<file path="config.mk">
export PLATFORM = sky130hd
export DESIGN_NAME = demux_1_4
export DESIGN_NICKNAME = d
export VERILOG_FILES = /design/src/rtl/demux_1_4.sv
export SDC_FILE = /design/constraint.sdc
export NUM_CORES = 1
export LEC_CHECK = 0
export ABC_AREA = 1
export BUFFER_PORTS_ARGS = -buffer_cell sky130_fd_sc_hd__buf_2
export CAP_MARGIN = 30
export CORE_ASPECT_RATIO = 1.4
export CORE_MARGIN = 2
export CORE_UTILIZATION = 25
export CTS_CLUSTER_SIZE = 14
export DETAILED_ROUTE_END_ITERATION = 12
export GPL_ROUTABILITY_DRIVEN = 0
export GPL_TIMING_DRIVEN = 1
export PLACE_DENSITY_LB_ADDON = 0.25
export SYNTH_ARGS = -nofsm -noshare
export SYNTH_HDL_FRONTEND = slang
export SYNTH_SLANG_ARGS = --single-unit
export TNS_END_PERCENT = 50
</file>
<file path="constraint.sdc">
create_clock -name clk -period 1.3 [get_ports clk]
set_input_delay 0.195 -clock clk [delete_from_list [all_inputs] [get_ports clk]]
set_output_delay 0.195 -clock clk [all_outputs]
set_load 0.02 [all_outputs]
</file>
<file path="src/rtl/demux_1_4.sv">
// demux_1_4: steers each upstream beat to one of four independently buffered downstream lanes.
// Define DEMUX_1_4_TWO_DEEP_EN for 2-entry lane FIFOs; otherwise each lane is a single register slot.
module demux_1_4 #(
  parameter int WIDTH = 4
) (
  input  logic               clk,
  input  logic               rst,
  input  logic               up_valid,
  output logic               up_ready,
  input  logic [WIDTH-1:0]   up_data,
  input  logic [1:0]         up_sel,
  output logic [3:0]         down_valid,
  input  logic [3:0]         down_ready,
  output logic [4*WIDTH-1:0] down_data
);

  // Handshake: a beat moves on an edge where valid && ready on that channel; up_ready looks only
  // at up_sel and registered lane fullness, so it never depends on any down_ready.
  logic [3:0] full;
  logic [3:0] push;
  logic [3:0] pop;

  always_comb begin
    up_ready     = !rst && !full[up_sel];
    push         = 4'b0000;
    push[up_sel] = up_valid && up_ready;
  end

  assign pop = down_valid & down_ready;

  for (genvar i = 0; i < 4; i++) begin : g_lane
`ifdef DEMUX_1_4_TWO_DEEP_EN
    logic [WIDTH-1:0] mem [2];
    logic             wr_ptr;
    logic             rd_ptr;
    logic [1:0]       count;

    always_ff @(posedge clk) begin
      if (rst) begin
        mem[0] <= '0;
        mem[1] <= '0;
        wr_ptr <= 1'b0;
        rd_ptr <= 1'b0;
        count  <= 2'd0;
      end else begin
        if (push[i]) begin
          mem[wr_ptr] <= up_data;
          wr_ptr      <= !wr_ptr;
        end
        if (pop[i]) begin
          rd_ptr <= !rd_ptr;
        end
        count <= count + {1'b0, push[i]} - {1'b0, pop[i]};
      end
    end

    assign full[i]                     = count[1];
    assign down_valid[i]               = (count != 2'd0);
    assign down_data[i*WIDTH +: WIDTH] = mem[rd_ptr];
`else
    logic [WIDTH-1:0] slot;
    logic             occupied;

    // A full slot refuses writes, so push and pop never coincide on one lane here.
    always_ff @(posedge clk) begin
      if (rst) begin
        slot     <= '0;
        occupied <= 1'b0;
      end else begin
        if (push[i]) begin
          slot     <= up_data;
          occupied <= 1'b1;
        end else if (pop[i]) begin
          occupied <= 1'b0;
        end
      end
    end

    assign full[i]                     = occupied;
    assign down_valid[i]               = occupied;
    assign down_data[i*WIDTH +: WIDTH] = slot;
`endif
  end

endmodule
</file>
==> impl_metrics.toml, run 1 <==
[layout]
fin_util_pct = 32.56
most-common-layout-cells = "inv_1, nand2_1, buf_2, dfxtp_1, nand4_1"
drive_above_1_share_pct = 31.31
area_delta_synth_final_pct = 25.63
register_area_sq_um = 400.4
fill_cells = 492
layout_commonest_cell = "inv_1"
design_area_sq_um = 1380
multi_input_area_sq_um = 466.7
diodes = 0
nets = 213

[route]
drc = 0
wl_met1_um = 1153
route.met2.wl_um = 1087
vias = 992
top_layer = "met4"
first_pass_iters = 4
drt_iter0_drc = 27
routed_wl_um = 2410
met3RoutedLength_um = 145
postRouteAntennaNets = 0
drt-wirelength-per-cell_um = 9.341
vias_per_cell = 3.845

[grt]
grt_max_degree = 17
antenna_found_initial = 0
grt-ovfl-total = 0
first_global_vias = 911
grt.total_usage_pct = 9.955
grt_pass1_wl_um = 3781

[place]
dp_hpwl_um = 1845
port_buffers = 33
placed_cell_area_sq_um = 1325

[setup_path]
reg2reg_depth = 7
crit_fanout = 3
reg2reg_to = "g_lane[1].slot[1]$_SDFFE_PP0P_"
cpLargestDelayFamily = "simple AND/OR/NAND/NOR gates"
worstPathRequired_ns = 1.11
cp_slowest_cell = "dfxtp_1"
path_depth = 4
cp_slowest_stage_delay_ns = 0.32
crit_buf_inv = 1
r2r-start = "g_lane[1].occupied$_SDFFE_PP0P_"
r2r_slack_ns = 0.11
start_kind = "register"
startpoint = "g_lane[1].occupied$_SDFFE_PP0P_"
endpoint = "up_ready"
worstPathArrival_ns = 1.03
path_class = "reg -> out"
cp_cell_sequence = "nand3_1 > nand2_2 > nor2_4 > buf_6"
critPathCaptureType = "output port"

[sta]
rsz0062_at_grt = "yes"
setup_viol = 0
holdWs_ns = 0.1868
maxSlewViolCount = 0
finClkSkew_ns = 0.004898
setup_tns_ns = 0
finalCritPeriodShare_pct = 94.44
fmax_mhz = 814.5
slew_headroom_pct = 82.40
worst_pin_slew_ns = 0.2640
hold_viol_final = 0
min_period_ns = 1.228

[logic_synthesis]
yosys_warnings = 0
synth_cell_type_count = 17
synth-seq-cells = 20
synth_seq_area_share_pct = 36.45
synthCells = 163
syn_area_sq_um = 1099
post_synth.cell_area_avg_sq_um = 6.740
syn_nets = 176

[floorplan]
core_sq_um = 4239
die_area_sq_um = 4948
die_x_um = 60.03
pin_count = 34
die_h_um = 82.44
initial_core_util_pct = 25.92
rows = 28

[run_status]
status = "complete, no violations"

[cts]
path_clk_slew_ns = 0.07
cts.root.buffer_cell = "clkbuf_8"
cts_tree = "yes"
cts.sinks = 20
numCtsBuffers = 3
h-tree-depth = 1
cts_buffer_depth = 2
clk_latency_ns = 0.25

[power_and_ir_drop]
p_leak_nw = 0.7832
p_per_area_nw_per_um2 = 912.1
finalPower_w = 0.001259
ir_drop_mv = 0.3818

[hold_path]
hp-class = "in -> reg"

[flow_run]
max_cap_viol_count = 0
[registers in the layout (all words and copies together) (netlist names)]
| register | count |
|---|---|
| g_lane.occupied | 4 |
| g_lane.slot | 16 |
[routing by layer]
| layer | vias to the layer above | track usage [%] |
|---|---|---|
| met1 | 402 | 13.07 |
| li1 | 557 | - |
| met5 | - | 0 |
| met3 | 2 | 2.025 |
| met2 | 31 | 15.76 |
| met4 | 0 | 4.000 |
[final cells by class]
class	count	share of cell area [%]
multi-input cells	89	33.82
flip-flops and latches	20	29.01
repair buffers	40	16.23
inverters	46	12.51
well taps	60	5.440
clock buffers	3	2.992
[synth_stat cells]
master | number | share of area (%)
a21oi_1 | 4 | 1.8
buf_2 | 2 | 0.91
buf_4 | 5 | 3.4
buf_6 | 1 | 1.0
clkinv_1 | 1 | 0.34
dfxtp_1 | 20 | 36
inv_1 | 41 | 14
inv_2 | 4 | 1.4
nand2_1 | 38 | 13
nand2_2 | 2 | 1.1
nand3_1 | 2 | 0.91
nand3_2 | 2 | 1.8
nand4_1 | 16 | 9.1
nand4_2 | 4 | 4.6
nor2_1 | 14 | 4.8
nor2_2 | 4 | 2.3
nor2_4 | 3 | 3.1
[cell families (layout without fill, tap and decap cells)]
group | Yosys count | after routing | synth area share, %
AND/OR/NAND/NOR | 85 | 85 | 40.66
flip-flops | 20 | 20 | 36.45
AO/OA/AOI/OAI | 4 | 4 | 1.822
buffers and inverters | 54 | 89 | 21.07
[metrics by stage]
| step | worst slack [ns] | cells |
|---|---|---|
| 2_1_floorplan | 0.2188 | 163 |
| 3_3_place_gp | 0.004253 | 254 |
| 3_5_place_dp | -0.02154 | 254 |
| 4_1_cts | 0.01745 | 258 |
| 5_1_grt | -0.004966 | 258 |
| 6_report | 0.07225 | 258 |
[what timing repair did]
| item | 4_1_cts | 5_1_grt |
|---|---|---|
| buffers inserted | 1 | 0 |
| gates resized for setup | 1 | 1 |
| pin swaps | 1 | 1 |
| setup endpoints to repair | 1 | 7 |
| hold buffers | 0 | 0 |
[how the worst min path moves through the flow]
stage / startpoint / endpoint / slack, ns / cells after the start
2_1_floorplan: rst / g_lane[0].occupied$_SDFFE_PP0P_ / 0.26 / 1
3_3_place_gp: down_ready[1] / g_lane[1].occupied$_SDFFE_PP0P_ / 0.45 / 4
5_1_grt: down_ready[1] / g_lane[1].occupied$_SDFFE_PP0P_ / 0.18 / 4
6_report: down_ready[0] / g_lane[0].occupied$_SDFFE_PP0P_ / 0.19 / 4
4_1_cts: down_ready[1] / g_lane[1].occupied$_SDFFE_PP0P_ / 0.18 / 4
3_5_place_dp: down_ready[0] / g_lane[0].occupied$_SDFFE_PP0P_ / 0.45 / 4
[worst reg2reg max path, delay by kind of cell, from the launching register on]
| family | cells | cell delay, ns |
|---|---|---|
| DFF | 1 | 0.32 |
| and+or+nand+nor | 6 | 0.56 |
| buffers and inverters | 1 | 0.21 |
[power by group]
| group | total [W] | switching [W] | internal, W |
|---|---|---|---|
| combinational | 0.000230 | 0.000146 | 0.0000843 |
| sequential | 0.000644 | 0.0000103 | 0.000634 |
| clock | 0.000384 | 0.000179 | 0.000206 |
| total | 0.00126 | 0.000335 | 0.000924 |
Power figures use the tool's default switching activity.
==> inputs of run 2 (changes only) <==
--- a/config.mk
+++ b/config.mk
@@ -10,7 +10,7 @@
 export CAP_MARGIN = 30
 export CORE_ASPECT_RATIO = 1.4
 export CORE_MARGIN = 2
-export CORE_UTILIZATION = 25
+export CORE_UTILIZATION = 23
 export CTS_CLUSTER_SIZE = 14
 export DETAILED_ROUTE_END_ITERATION = 12
 export GPL_ROUTABILITY_DRIVEN = 0
==> constraint.sdc (replaced) <==
create_clock -name clk -period 1 [get_ports clk]
set_input_delay 0.15 -clock clk [delete_from_list [all_inputs] [get_ports clk]]
set_output_delay 0.15 -clock clk [all_outputs]
set_load 0.02 [all_outputs]
==> impl_metrics.toml, run 2 (synthesis results as in run 1) <==
[setup_path]
startpoint = "g_lane[2].occupied$_SDFFE_PP0P_"
cp_cell_sequence = "nand3_4 > nand3_2 > nor2_4 > buf_12 > buf_8"
path_class = "reg -> out"
start_kind = "register"
cp_slowest_cell = "dfxtp_2"
cp_slowest_stage_delay_ns = 0.34
crit_buf_inv = 2
r2r-start = "g_lane[3].occupied$_SDFFE_PP0P_"
worstPathRequired_ns = 0.85
worstPathArrival_ns = 1.10
cpLargestDelayFamily = "flip-flops"
critPathCaptureType = "output port"
crit_fanout = 2

[sta]
setup_tns_ns = -4.411
hold_viol_final = 0
setup_slack_ns = -0.2509
finalCritPeriodShare_pct = 125.1
maxSlewViolCount = 0
finClkSkew_ns = 0.004839
min_period_ns = 1.251
rsz0062_at_grt = "yes"
setup_viol = 21
fmax_mhz = 799.4
slew_headroom_pct = 78.50
worst_pin_slew_ns = 0.3225

[grt]
first_global_vias = 1012
grt_pass1_wl_um = 4436
grt_max_degree = 17
grt-ovfl-total = 0
antenna_found_initial = 0
grt.total_usage_pct = 10.36

[layout]
diodes = 0
layout_commonest_cell = "inv_1"
fin_util_pct = 35.28
top_register = "g_lane.slot"
most-common-layout-cells = "inv_1, nand2_1, buf_2, nand4_1, dfxtp_1"
area_delta_synth_final_pct = 46.81
largest_reg_flops = 16
nets = 221
drive_above_1_share_pct = 42.51
top_regs = "g_lane.slot (16), g_lane.occupied (4)"
fill_cells = 513

[run_status]
status = "finished, violations left"
violations = "setup timing"

[cts]
numCtsBuffers = 3
h-tree-depth = 1
cts.sinks = 20
clk_latency_ns = 0.26
cts_tree = "yes"
cts_buffer_depth = 2
hold_buffers = 0
cts.root.buffer_cell = "clkbuf_8"
path_clk_slew_ns = 0.08

[route]
drt-wirelength-per-cell_um = 9.766
vias = 1054
drt_iter0_drc = 42
vias_per_cell = 3.918
drc = 0
first_pass_iters = 4
routed_wl_um = 2627
postRouteAntennaNets = 0

[power_and_ir_drop]
p_leak_nw = 0.8221
finalPower_w = 0.001817
p_per_area_nw_per_um2 = 1127
ir_drop_mv = 0.5724

[flow_run]
max_cap_viol_count = 0

[hold_path]
hp-class = "in -> reg"
min_from = "down_ready[1]"

[floorplan]
rows = 29
die_h_um = 85.78
die_x_um = 62.41
initial_core_util_pct = 24.03
core_sq_um = 4572
pin_count = 34
die_area_sq_um = 5353

[place]
port_buffers = 33
dpl_worst_slack_ns = -0.2099
dp_hpwl_um = 1982
-- run 2: per-layer routing --
metal,vias up,global-route usage (%),share of wire [%],wire length [um]
li1,576,-,-,-
met1,453,13.03,47,1241
met2,23,17.40,49,1280
met3,2,1.575,2.9,77
met4,0,4.848,1.1,28
met5,-,0,0,0
-- run 2: worst paths after layout --
path         cells past startpoint                               to  slack [ns]
min                              4  g_lane[1].occupied$_SDFFE_PP0P_        0.13
max reg2reg                      8   g_lane[2].slot[1]$_SDFFE_PP0P_       -0.24
min reg2reg                      4   g_lane[2].slot[3]$_SDFFE_PP0P_        0.50
max                              5                         up_ready       -0.25
-- run 2: what timing repair did --
| item | in CTS | in global routing |
|---|---|---|
| setup endpoints to repair | 25 | 25 |
| pin swaps | 3 | 25 |
| buffers inserted | 3 | 0 |
| resized for setup | 12 | 24 |
-- run 2: final cells by class --
| class | count | area [sq um] | share of cell area, % |
|---|---|---|---|
| flip-flops and latches | 20 | 405.4 | 25.14 |
| repair buffers | 48 | 352.8 | 21.88 |
| well taps | 62 | 77.57 | 4.810 |
| multi-input cells | 89 | 549.3 | 34.06 |
| clock buffers | 4 | 55.05 | 3.413 |
| inverters | 46 | 172.7 | 10.71 |
-- run 2: report_power, final --
group	total, W	internal (W)	switching (W)
logic	0.000364	0.000147	0.000217
registers	0.000838	0.000824	0.0000142
clock network	0.000615	0.000350	0.000265
total	0.00182	0.00132	0.000496
-- run 2: worst register-to-register path, delay by kind of cell, from the launching register on --
| kind | cells | cell delay, ns |
|---|---|---|
| buffers and inverters | 2 | 0.14 |
| flip-flops | 1 | 0.34 |
| AND/OR/NAND/NOR | 6 | 0.71 |
-- run 2: metrics by stage --
stage | instances | hold slack (ns) | area, sq um
final | 269 | 0.1251 | 1613
after global routing | 269 | 0.1319 | 1613
after CTS | 269 | 0.1256 | 1516
after detailed placement | 262 | 0.4054 | 1400
after global placement | 262 | 0.4060 | 1400
after floorplan | 163 | 0.2117 | 1114
